--- src/rtl/native2wb_pkg.sv ---
// native2wb_pkg: shared types and constants for the native-to-Wishbone bridge.
package native2wb_pkg;

  typedef enum logic [2:0] {
    IDLE  = 3'd0,
    WDATA = 3'd1,
    WB_WR = 3'd2,
    WB_RD = 3'd3,
    RESP  = 3'd4
  } state_e;

  localparam logic [2:0] CTI_CLASSIC = 3'b000;
  localparam logic [1:0] BTE_LINEAR  = 2'b00;

endpackage

--- src/rtl/native2wb_watchdog.sv ---
// wb_watchdog: loadable down-counter; expired_c is high once the count reaches zero.
// Instantiated by native2wb only when NATIVE2WB_TIMEOUT_EN is defined.
module wb_watchdog #(
  parameter int unsigned LIMIT = 1024
) (
  input  logic clk,
  input  logic rst_n,
  input  logic load,
  input  logic en,
  output logic expired_c
);

  localparam int unsigned CNT_W = (LIMIT > 1) ? $clog2(LIMIT) : 1;

  logic [CNT_W-1:0] count;

  // Load LIMIT-1 on entry, then count down once per enabled cycle, saturating at zero.
  always_ff @(posedge clk or negedge rst_n) begin
    if (!rst_n) begin
      count <= '0;
    end else if (load) begin
      count <= CNT_W'(LIMIT - 1);
    end else if (en && (count != '0)) begin
      count <= count - CNT_W'(1);
    end
  end

  assign expired_c = (count == '0);

endmodule

--- src/rtl/native2wb.sv ---
// native2wb: native cmd/wdata/rdata port to classic single-cycle Wishbone master.
// Optional watchdog on Wishbone cycles: define NATIVE2WB_TIMEOUT_EN.
module native2wb
  import native2wb_pkg::*;
#(
  parameter int unsigned          ADDR_W    = 32,
  parameter int unsigned          DATA_W    = 256,
  parameter logic [ADDR_W-1:0]    BASE_ADDR = ADDR_W'(32'h0200_0000),
  parameter int unsigned          TIMEOUT   = 1024
) (
  input  logic                  sys_clk,
  input  logic                  sys_rst_n,
  input  logic                  cmd_valid,
  output logic                  cmd_ready,
  input  logic                  cmd_payload_we,
  input  logic [ADDR_W-1:0]     cmd_payload_addr,
  input  logic                  wdata_valid,
  output logic                  wdata_ready,
  input  logic [DATA_W-1:0]     wdata_payload_data,
  input  logic [DATA_W/8-1:0]   wdata_payload_we,
  output logic                  rdata_valid,
  input  logic                  rdata_ready,
  output logic [DATA_W-1:0]     rdata_payload_data,
  output logic [ADDR_W-1:0]     wb_adr,
  output logic [DATA_W-1:0]     wb_dat_w,
  input  logic [DATA_W-1:0]     wb_dat_r,
  output logic [DATA_W/8-1:0]   wb_sel,
  output logic                  wb_cyc,
  output logic                  wb_stb,
  output logic                  wb_we,
  output logic [2:0]            wb_cti,
  output logic [1:0]            wb_bte,
  input  logic                  wb_ack,
  input  logic                  wb_err,
  output logic                  bus_error
);

  localparam int unsigned SEL_W = DATA_W / 8;

  state_e              state_q, state_d;
  logic [ADDR_W-1:0]   adr_d;
  logic [DATA_W-1:0]   dat_w_d;
  logic [SEL_W-1:0]    sel_d;
  logic [DATA_W-1:0]   rdata_d;
  logic                we_d, cyc_d, rvalid_d, err_d;
  logic                busy;
  logic                timeout;

  assign busy        = (state_q == WB_WR) || (state_q == WB_RD);
  assign cmd_ready   = (state_q == IDLE);
  assign wdata_ready = (state_q == WDATA);
  assign wb_cti      = CTI_CLASSIC;
  assign wb_bte      = BTE_LINEAR;

`ifdef NATIVE2WB_TIMEOUT_EN
  logic wd_load, wd_expired;

  // Reload the watchdog on the edge that enters a Wishbone cycle.
  assign wd_load = !busy && ((state_d == WB_WR) || (state_d == WB_RD));

  wb_watchdog #(
    .LIMIT (TIMEOUT)
  ) u_watchdog (
    .clk       (sys_clk),
    .rst_n     (sys_rst_n),
    .load      (wd_load),
    .en        (busy),
    .expired_c (wd_expired)
  );

  assign timeout = busy && wd_expired;
`else
  logic unused_timeout_cfg;
  assign unused_timeout_cfg = ^32'(TIMEOUT);
  assign timeout = 1'b0;
`endif

  // State register and registered bus/response outputs.
  always_ff @(posedge sys_clk or negedge sys_rst_n) begin
    if (!sys_rst_n) begin
      state_q            <= IDLE;
      wb_adr             <= '0;
      wb_dat_w           <= '0;
      wb_sel             <= '0;
      wb_we              <= 1'b0;
      wb_cyc             <= 1'b0;
      wb_stb             <= 1'b0;
      rdata_payload_data <= '0;
      rdata_valid        <= 1'b0;
      bus_error          <= 1'b0;
    end else begin
      state_q            <= state_d;
      wb_adr             <= adr_d;
      wb_dat_w           <= dat_w_d;
      wb_sel             <= sel_d;
      wb_we              <= we_d;
      wb_cyc             <= cyc_d;
      wb_stb             <= cyc_d;
      rdata_payload_data <= rdata_d;
      rdata_valid        <= rvalid_d;
      bus_error          <= err_d;
    end
  end

  // Next-state and next-output decode; error (or timeout) wins over ack.
  always_comb begin
    state_d  = state_q;
    adr_d    = wb_adr;
    dat_w_d  = wb_dat_w;
    sel_d    = wb_sel;
    we_d     = wb_we;
    cyc_d    = wb_cyc;
    rdata_d  = rdata_payload_data;
    rvalid_d = rdata_valid;
    err_d    = 1'b0;
    unique case (state_q)
      IDLE: begin
        if (cmd_valid) begin
          adr_d = cmd_payload_addr + BASE_ADDR;
          we_d  = cmd_payload_we;
          if (cmd_payload_we) begin
            state_d = WDATA;
          end else begin
            state_d = WB_RD;
            cyc_d   = 1'b1;
          end
        end
      end
      WDATA: begin
        if (wdata_valid) begin
          dat_w_d = wdata_payload_data;
          sel_d   = wdata_payload_we;
          cyc_d   = 1'b1;
          state_d = WB_WR;
        end
      end
      WB_WR: begin
        if (wb_err || timeout) begin
          err_d   = 1'b1;
          cyc_d   = 1'b0;
          state_d = IDLE;
        end else if (wb_ack) begin
          cyc_d   = 1'b0;
          state_d = IDLE;
        end
      end
      WB_RD: begin
        if (wb_err || timeout) begin
          err_d    = 1'b1;
          rdata_d  = '0;
          rvalid_d = 1'b1;
          cyc_d    = 1'b0;
          state_d  = RESP;
        end else if (wb_ack) begin
          rdata_d  = wb_dat_r;
          rvalid_d = 1'b1;
          cyc_d    = 1'b0;
          state_d  = RESP;
        end
      end
      RESP: begin
        if (rdata_ready) begin
          rvalid_d = 1'b0;
          state_d  = IDLE;
        end
      end
      default: begin
        state_d  = IDLE;
        cyc_d    = 1'b0;
        rvalid_d = 1'b0;
      end
    endcase
  end

endmodule

--- config.mk ---
export PLATFORM = sky130hd
export DESIGN_NAME = native2wb
export DESIGN_NICKNAME = d
export VERILOG_FILES = /design/src/rtl/native2wb_pkg.sv /design/src/rtl/native2wb_watchdog.sv /design/src/rtl/native2wb.sv
export SDC_FILE = /design/constraint.sdc
export NUM_CORES = 1
export LEC_CHECK = 0
export CAP_MARGIN = 10
export CORE_AREA = 4 4 457 459
export DETAILED_ROUTE_END_ITERATION = 12
export DIE_AREA = 0 0 461 463
export MAX_ROUTING_LAYER = met4
export PLACE_DENSITY = 0.36
export SYNTH_ARGS = -nofsm -noshare
export SYNTH_HDL_FRONTEND = slang
export SYNTH_SLANG_ARGS = --single-unit
--- constraint.sdc ---
create_clock -name sys_clk -period 1.9 [get_ports sys_clk]
set_input_delay 0.38 -clock sys_clk [delete_from_list [all_inputs] [get_ports sys_clk]]
set_output_delay 0.38 -clock sys_clk [all_outputs]
set_load 0.03 [all_outputs]
==> run metrics, run 1 <==
GPL Wtd Cong 0.812; Initial Util 11.8%; Post-Synthesis Cell Area 24100 µm²; Port Buf Inserts 1166; Max Cap Viol 0; number of top-level pins 1172; share of the synthesized area in the top cell type 60.5%; clock sink count 583; Sw Share 43.9%; startpoint types flop; minimum clock period 2.06 ns; CP required 1.52 ns; top cells by area, synth dfrtp_1 (60%), mux2_4 (14%), nand2_1 (9.4%), nand3b_1 (8.0%), mux2_2 (3.2%); sequential area share after synthesis 60.5%; CTS Buf Count 80; Reg2Reg Capture Point wb_dat_w[18]; Clock power frac 19.5%; Final Instance Count excl. Fillers 5963; cell count of the worst hold path 3; Antenna Nets Post-Route 0; initial antenna violation count 75; largest net degree at the start of global routing 86; worst path arrival time 1.68 ns; fraction of layout cells with a size suffix above 1 35.3%; Post-DP HPWL 109000 µm; Setup-failing EPs final 215; H-Tree Level Count 3; Worst setup EP type primary output; router iterations before antenna repair 5; internal power 44100 µW; fin util 21.2%; reg2reg start state_q[2]; status finished with violations; CTS tree built; worst clock skew 0.0212 ns; full die area 213000 µm²; Worst Setup Path Type flop to primary output; RSZ-0062 raised after global routing true; Sw Pwr 34500 µW; final WL 141000 µm; area of the multi-input gates 8660 µm²; hold path start cmd_payload_addr[15]; Via Count 19600; P_leak 0.0192 µW; Fill cells 22300; Worst-Margin Slew 0.536 ns; nets 3780; FMAX 487 MHz; DRC viols 0; Post-Syn Area per Cell 12.6 µm²; area delta synth->final 79.3%; fin worst setup slack -0.155 ns; Cells after DPL 5759; hold path endpoint wb_adr[15]; drt initial violations 917; final max-slew violation count 0; worst vdd ir 0.866 mV; slew margin rel. 64.3%; Critical Path Fanout Max 8; pwr dens 1820 nW/µm²; Worst Reg2Reg Path Length in Cells 8; vias in the first global route 20900; Die H 463 µm; via density per instance 3.29; FP Rows 166; Synth area leader dfrtp_1; WHS 0.221 ns; Synth Register Bits 583; Max clock buf depth 3; clock-pin slew on the worst setup and hold paths 0.06 ns; clk root buf clkbuf_16; Reg power frac 28.8%; routed len/inst 23.6 µm; GRT Util Overall 12.8%; core area 204000 µm²; violated checks setup timing; Register Area 14600 µm²; Gate power share 51.7%; Worst Hold Class primary input to flop; Clock Latency Late Sink 0.70 ns; r2r setup slk -0.09 ns; die width 461 µm; Cells after Synth 1910; Synth warnings 0; first-pass GRT wire length 185000 µm; Yosys cell types 31; gr ovfl total 0; final period utilization 108%; Hold Fails Final Rpt 0
[sequential cells by signal, summed over array words and instances (netlist names)]
signal,count
wb_we,1
wb_sel,32
wb_stb,1
rdata_payload_data,256
state_q,3
bus_error,1
wb_dat_w,256
wb_adr,32
rdata_valid,1
[per-stage QoR]
stage               total power (µW)  instance area (µm²)  TNS, ns  worst slack [ns]
CTS                            79400                42500   -38.41            -0.272
finish                         78600                43300   -10.37            -0.155
global placement               65200                39600   -45.95            -0.187
detailed placement             65200                39600   -50.12            -0.181
global route                   83000                43300   -23.73            -0.276
floorplan                      43900                24200        0            0.0462
[worst max path at each step]
| stage | from | to | cells after the start |
|---|---|---|---|
| global placement | wb_ack | rdata_payload_data[179] | 7 |
| finish | state_q[2] | cmd_ready | 4 |
| floorplan | state_q[2] | wb_dat_w[100] | 8 |
| global route | state_q[2] | cmd_ready | 4 |
| detailed placement | wb_ack | rdata_payload_data[179] | 7 |
| CTS | state_q[2] | cmd_ready | 4 |
[routing by layer]
layer / part of all wire, % / global-route usage, % / vias to the layer above
met2: 47 / 20.7 / 892
met4: 1.8 / 2.41 / 0
li1: - / - / 8968
met5: 0 / - / -
met1: 41 / 14.7 / 9595
met3: 10 / 5.84 / 183
[power by group through the flow]
| stage | combinational, µW | sequential, µW | clock, µW |
|---|---|---|---|
| detailed placement | 42300 | 22800 | 0 |
| global placement | 42400 | 22800 | 0 |
| finish | 40700 | 22600 | 15300 |
| global route | 43000 | 23400 | 16500 |
| CTS | 40600 | 22700 | 16100 |
| floorplan | 9970 | 33900 | 0 |
[Yosys cell counts]
library cell,instances
nand2b_4,1
mux2_2,68
buf_2,37
o21ai_0,9
buf_8,3
nor2b_1,2
o21a_1,2
and3_1,1
conb_1,1
nor2_2,1
nand2_1,605
and2_4,1
xnor2_1,1
nor3_1,2
buf_1,3
mux2_4,220
nand3_1,4
buf_12,22
and3b_1,1
a21oi_1,3
nor2_1,5
nand3b_1,256
clkbuf_1,54
xor2_1,4
dfrtp_1,583
and2_1,1
buf_6,2
buf_4,13
nand2b_1,2
o32ai_1,2
ha_1,1
[layout by cell type (no fill, tap or decap), types with 3 or more instances in the layout]
cell and instances:
buf_12 48, diode_2 24, dfrtp_1 580, clkdlybuf4s15_2 393, a21oi_1 3, nand3b_1 256, o21ai_0 9, nand3_1 4
mux2_4 240, buf_2 113, dfrtp_2 3, inv_6 3, nor2_1 5, clkdlybuf4s50_1 581, clkbuf_1 17, clkbuf_8 21
bufinv_16 3, clkbuf_16 98, clkinv_8 4, clkbuf_2 15, clkdlybuf4s15_1 22, buf_16 14, nand2_1 605, clkinv_2 7
conb_1 5, buf_6 10, mux2_2 48, buf_8 11, buf_4 108, xor2_1 4
[cell type report]
type                            count  area share, %
Antenna cell                       24          0.139
Tap cell                         2688           7.77
Sequential cell                   583           33.7
Clock inverter                     19          0.538
Multi-Input combinational cell   1197           20.0
Timing Repair Buffer             1333           32.3
Clock buffer                      119           5.50
[logic make-up after synthesis]
| group | synth area share, % |
|---|---|
| AND/OR/NAND/NOR | 17.9 |
| flip-flops | 60.5 |
| multiplexers | 16.9 |
| buffers and inverters | 4.16 |
| AO/OA/AOI/OAI | 0.384 |
| XOR/XNOR | 0.181 |
| adder cells (fa/ha/maj) | 0.0518 |
| other | 0.0155 |
[critical path, stage by stage, from the launching register on]
cell and delay [ns]:
dfrtp_1 0.37, buf_4 0.17, nor3_4 0.21, buf_6 0.13, buf_12 0.11
[timing repair]
item,CTS,global route
gates cloned,6,20
setup endpoints to repair,632,310
hold endpoints to repair,270,0
setup buffers,6,12
hold buffers,1,0
gates resized for setup,1853,97
pin swaps,2,1
(Power assumes the default switching activity.)
==> run 2, diff against run 1 <==
--- a/config.mk
+++ b/config.mk
@@ -10,7 +10,7 @@
 export DETAILED_ROUTE_END_ITERATION = 12
 export DIE_AREA = 0 0 461 463
 export MAX_ROUTING_LAYER = met4
-export PLACE_DENSITY = 0.36
+export PLACE_DENSITY = 0.38
 export SYNTH_ARGS = -nofsm -noshare
 export SYNTH_HDL_FRONTEND = slang
 export SYNTH_SLANG_ARGS = --single-unit
==> run metrics, run 2 (synthesized netlist as in run 1, its figures left out) <==
Worst setup EP type primary output (unchanged); fin worst setup slack -0.170 ns (was -0.155 ns); drt initial violations 845 (was 917); Reg2Reg Capture Point wb_dat_w[82] (was wb_dat_w[18]); via density per instance 3.29 (about the same); Fill cells 22200 (was 22300); Max Cap Viol 0 (unchanged); RSZ-0062 raised after global routing true (unchanged); most frequent cells in the layout nand2_1 (604), clkdlybuf4s50_1 (581), dfrtp_1 (578) (was nand2_1 (605), clkdlybuf4s50_1 (581), dfrtp_1 (580)); internal power 45700 µW (was 44100 µW); r2r setup slk -0.11 ns (was -0.09 ns); clk root buf clkbuf_16 (unchanged); Critical Path Fanout Max 2 (was 8); Die H 463 µm (unchanged); Sw Pwr 34800 µW (was 34500 µW); Setup-failing EPs final 165 (was 215); core area 204000 µm² (unchanged); worst path arrival time 1.69 ns (was 1.68 ns); minimum clock period 2.07 ns (was 2.06 ns); first-pass GRT wire length 180000 µm (was 185000 µm); vias in the first global route 20800 (was 20900); Antenna Nets Post-Route 0 (unchanged); largest registers rdata_payload_data: 256 flops, wb_dat_w: 256 flops (unchanged); H-Tree Level Count 3 (unchanged); largest net degree at the start of global routing 126 (was 86); Gate power share 51.3% (was 51.7%); CTS Buf Count 84 (was 80); final WL 138000 µm (was 141000 µm); Initial Util 11.8% (unchanged); Reg power frac 27.9% (was 28.8%); clock sink count 583 (unchanged); final max-slew violation count 0 (unchanged); Worst Reg2Reg Path Length in Cells 7 (was 8); number of top-level pins 1172 (unchanged); fraction of layout cells with a size suffix above 1 35.7% (was 35.3%); area delta synth->final 81.6% (was 79.3%); slew margin rel. 58.9% (was 64.3%); P_leak 0.0194 µW (was 0.0192 µW); cell area after layout 43800 µm² (was 43300 µm²); Worst Hold Class primary input to asynchronous set/reset pin (was primary input to flop); Clock power frac 20.7% (was 19.5%); final period utilization 109% (was 108%); Via Count 19600 (about the same); reg2reg start state_q[2] (unchanged); placed cell areas 39400 µm² (was 39600 µm²); Cells after DPL 5744 (was 5759); worst clock skew 0.0237 ns (was 0.0212 ns); Worst-Margin Slew 0.617 ns (was 0.536 ns); Hold Fails Final Rpt 0 (unchanged); Sw Share 43.2% (was 43.9%); routed len/inst 23.1 µm (was 23.6 µm); CP required 1.52 ns (about the same); Worst Setup Path Type flop to primary output (unchanged); startpoint types flop (unchanged); gr ovfl total 0 (unchanged); status finished with violations (unchanged); Final Instance Count excl. Fillers 5966 (was 5963); Port Buf Inserts 1166 (unchanged); die width 461 µm (unchanged); pwr dens 1840 nW/µm² (was 1820 nW/µm²); DRC viols 0 (unchanged); violated checks setup timing (unchanged); full die area 213000 µm² (unchanged); GRT Util Overall 12.4% (was 12.8%); GPL Wtd Cong 0.811 (was 0.812); clock-pin slew on the worst setup and hold paths 0.06 ns (about the same); Post-DP HPWL 106000 µm (was 109000 µm); FP Rows 166 (unchanged); Max clock buf depth 3 (unchanged); nets 3774 (was 3780); FMAX 483 MHz (was 487 MHz); commonest non-fill, non-tap cell in the layout nand2_1 (unchanged); CTS tree built (unchanged); worst vdd ir 0.669 mV (was 0.866 mV); initial antenna violation count 56 (was 75); router iterations before antenna repair 4 (was 5); Clock Latency Late Sink 0.70 ns (about the same)
run 2: layout make-up:
type / instances / area [µm²] / share of cell area (%)
clock inverter: 30 / 492 / 1.12
tap: 2688 / 3360 / 7.67
antenna: 22 / 55.1 / 0.126
sequential: 583 / 14600 / 33.3
clock buffer: 123 / 2450 / 5.59
timing repair buffer: 1323 / 14100 / 32.1
multi-input combinational: 1197 / 8820 / 20.1
run 2: what timing repair did:
item                                    4_1_cts  5_1_grt
hold endpoints to repair                    274        0
buffers inserted                              4       11
endpoints found under the setup margin      715      308
gates resized for setup                    1741      160
pin swaps                                     1        3
hold buffers                                  1        0
cloned                                        3       29
run 2: critical path, stage by stage, from the launching register on:
cell and delay [ns]:
dfrtp_1 0.41, buf_6 0.14, nor3_4 0.20, buf_6 0.13, buf_12 0.12
run 2: how the worst max path moves through the flow:
| stage | cells past startpoint | endpoint | start | slack, ns |
|---|---|---|---|---|
| detailed placement | 7 | rdata_payload_data[234] | wb_ack | -0.20 |
| finish | 4 | cmd_ready | state_q[0] | -0.17 |
| global placement | 5 | wb_dat_w[176] | wdata_valid | -0.18 |
| floorplan | 8 | wb_dat_w[100] | state_q[2] | 0.05 |
| CTS | 4 | cmd_ready | state_q[2] | -0.30 |
| global route | 4 | cmd_ready | state_q[0] | -0.32 |
run 2: through the flow:
| stage | hold slack [ns] | power [µW] | utilization, % | setup TNS, ns | setup WS [ns] |
|---|---|---|---|---|---|
| 2_1_floorplan | 0.0844 | 43900 | - | 0 | 0.0462 |
| 3_3_place_gp | 0.283 | 64800 | 19.3 | -52.26 | -0.182 |
| 3_5_place_dp | 0.283 | 64900 | 19.3 | -53.61 | -0.202 |
| 4_1_cts | 0.0516 | 80600 | 20.9 | -43.42 | -0.301 |
| 5_1_grt | 0.0827 | 84800 | 21.4 | -31.85 | -0.318 |
| 6_report | 0.149 | 80500 | 21.4 | -6.83 | -0.170 |
run 2: power groups by stage:
| stage | Combinational (µW) | Sequential (µW) | Clock (µW) |
|---|---|---|---|
| 2_1_floorplan | 9970 | 33900 | 0 |
| 3_3_place_gp | 42200 | 22600 | 0 |
| 3_5_place_dp | 42200 | 22700 | 0 |
| 4_1_cts | 40500 | 22600 | 17500 |
| 5_1_grt | 43600 | 23300 | 17900 |
| 6_report | 41300 | 22500 | 16700 |
run 2: layer usage:
metal | vias to the layer above | global-route usage, % | wire length, µm | part of all wire [%]
met4 | 0 | 2.25 | 2660 | 1.9
met5 | - | - | 0 | 0
li1 | 8936 | - | - | -
met3 | 183 | 5.86 | 14500 | 11
met1 | 9635 | 14.4 | 56600 | 41
met2 | 885 | 19.5 | 63900 | 46
==> run 3, diff against run 2 <==
==> constraint.sdc (replaced) <==
create_clock -name sys_clk -period 1.9 [get_ports sys_clk]
set_input_delay 0.38 -clock sys_clk [delete_from_list [all_inputs] [get_ports sys_clk]]
set_output_delay 0.38 -clock sys_clk [all_outputs]
set_load 0.05 [all_outputs]
==> run metrics, run 3 (synthesized netlist as in run 1, its figures left out) <==
largest registers rdata_payload_data: 256 flops, wb_dat_w: 256 flops (unchanged); startpoint types flop (unchanged); RSZ-0062 raised after global routing true (unchanged); vias in the first global route 21300 (was 20800); final period utilization 111% (was 109%); via density per instance 3.32 (was 3.29); worst path arrival time 1.73 ns (was 1.69 ns); Post-DP HPWL 116000 µm (was 106000 µm); full die area 213000 µm² (unchanged); violated checks setup timing (unchanged); fin worst setup slack -0.211 ns (was -0.170 ns); most frequent cells in the layout nand2_1 (605), buf_4 (594), clkdlybuf4s50_1 (581) (was nand2_1 (604), clkdlybuf4s50_1 (581), dfrtp_1 (578)); fin util 21.0% (was 21.4%); DRC viols 0 (unchanged); status finished with violations (unchanged); Max clock buf depth 3 (unchanged); Hold Fails Final Rpt 0 (unchanged); Power, Total 89800 µW (was 80500 µW); GPL Wtd Cong 0.818 (was 0.811); Worst Setup Path Type flop to primary output (unchanged); commonest non-fill, non-tap cell in the layout nand2_1 (unchanged); Reg2Reg Capture Point wb_dat_w[39] (was wb_dat_w[82]); Die H 463 µm (unchanged); final max-slew violation count 0 (unchanged); area delta synth->final 78.1% (was 81.6%); pwr dens 2090 nW/µm² (was 1840 nW/µm²); Via Count 20000 (was 19600); Critical Path Fanout Max 5 (was 2); Worst Reg2Reg Path Length in Cells 9 (was 7); CTS Buf Count 79 (was 84); clock-pin slew on the worst setup and hold paths 0.06 ns (about the same); GRT Util Overall 13.4% (was 12.4%); largest net degree at the start of global routing 82 (was 126); initial antenna violation count 89 (was 56); reg2reg start state_q[2] (unchanged); Worst Hold Class primary input to asynchronous set/reset pin (unchanged); Worst setup EP type primary output (unchanged); worst clock skew 0.0126 ns (was 0.0237 ns); Antenna Nets Post-Route 0 (unchanged); r2r setup slk -0.16 ns (was -0.11 ns); P_leak 0.0199 µW (was 0.0194 µW); slew margin rel. 65.7% (was 58.9%); clk root buf clkbuf_16 (unchanged); drt initial violations 869 (was 845); Fill cells 22300 (was 22200); first-pass GRT wire length 191000 µm (was 180000 µm); core area 204000 µm² (unchanged); CP required 1.52 ns (about the same); worst vdd ir 1.01 mV (was 0.669 mV); router iterations before antenna repair 5 (was 4); nets 3824 (was 3774); FMAX 474 MHz (was 483 MHz); H-Tree Level Count 3 (unchanged); number of top-level pins 1172 (unchanged); CTS tree built (unchanged); Worst-Margin Slew 0.514 ns (was 0.617 ns); WHS 0.186 ns (was 0.149 ns); Port Buf Inserts 1166 (unchanged); Setup-failing EPs final 243 (was 165); FP Rows 166 (unchanged); final WL 144000 µm (was 138000 µm); die width 461 µm (unchanged); gr ovfl total 0 (unchanged); Initial Util 11.8% (unchanged); clock sink count 583 (unchanged); routed len/inst 23.9 µm (was 23.1 µm); fraction of layout cells with a size suffix above 1 36.9% (was 35.7%); minimum clock period 2.11 ns (was 2.07 ns); Clock Latency Late Sink 0.68 ns (was 0.70 ns); Max Cap Viol 0 (unchanged)
[run 3: changes by cell type in the layout (fill, tap and decap cells not counted), moves of 10 or more]
cell,previous run,this run
mux2_2,5,22
clkbuf_16,107,84
buf_2,95,10
diode_2,22,35
clkbuf_2,10,0
clkdlybuf4s15_2,400,51
mux2_4,283,266
clkdlybuf4s15_1,12,0
buf_8,8,29
buf_12,52,69
buf_4,117,594
[run 3: power breakdown]
part	total [µW]	leakage (µW)	switching (µW)	internal [µW]
logic	51700	0.0113	33900	17800
registers	22700	0.00726	4100	18600
clock network	15400	0.00129	6250	9180
total	89800	0.0199	44200	45600
[run 3: what timing repair did]
item	in CTS	in global routing
gates resized for setup	354	37
endpoints found under the setup margin	338	296
endpoints found under the hold margin	216	0
buffers inserted	40	8
pin swaps	3	3
gates cloned	17	2
hold buffers	1	0
[run 3: per-layer routing]
layer / share of wire, % / global-route usage (%) / vias to the layer above
met2: 47 / 21.7 / 967
li1: - / - / 9084
met1: 39 / 14.5 / 9782
met4: 2.3 / 3.02 / 0
met3: 12 / 6.96 / 192
met5: 0 / - / -
[run 3: worst max path at each step]
stage,from,endpoint,slack (ns),cells past startpoint
after floorplan,state_q[2],wb_dat_w[100],-0.07,8
after global routing,state_q[0],cmd_ready,-0.33,4
after CTS,state_q[2],wdata_ready,-0.35,4
after global placement,wdata_valid,wb_dat_w[67],-0.22,5
after detailed placement,wdata_valid,wb_dat_w[113],-0.23,5
final,state_q[0],cmd_ready,-0.21,4
[run 3: through the flow]
stage | TNS (ns) | worst slack, ns | instance area (µm²) | instances
floorplan | -14.47 | -0.0670 | 24200 | 1914
global placement | -58.82 | -0.223 | 38700 | 5785
detailed placement | -66.81 | -0.233 | 38700 | 5785
CTS | -56.35 | -0.351 | 42800 | 5982
global route | -49.58 | -0.332 | 43000 | 6020
finish | -18.28 | -0.211 | 43000 | 6023
[run 3: critical path, stage by stage (launching register included)]
cell and delay (ns):
dfrtp_1 0.39, buf_6 0.14, nor3_4 0.24, buf_6 0.15, buf_12 0.13
[run 3: layout make-up]
class	instances	area [µm²]	share of cell area, %
diodes	35	87.6	0.204
clock buffers	115	2330	5.41
clock inverters	27	302	0.701
multi-input cells	1197	8760	20.4
flip-flops and latches	583	14600	33.9
well taps	2688	3360	7.82
repair buffers	1378	13600	31.5
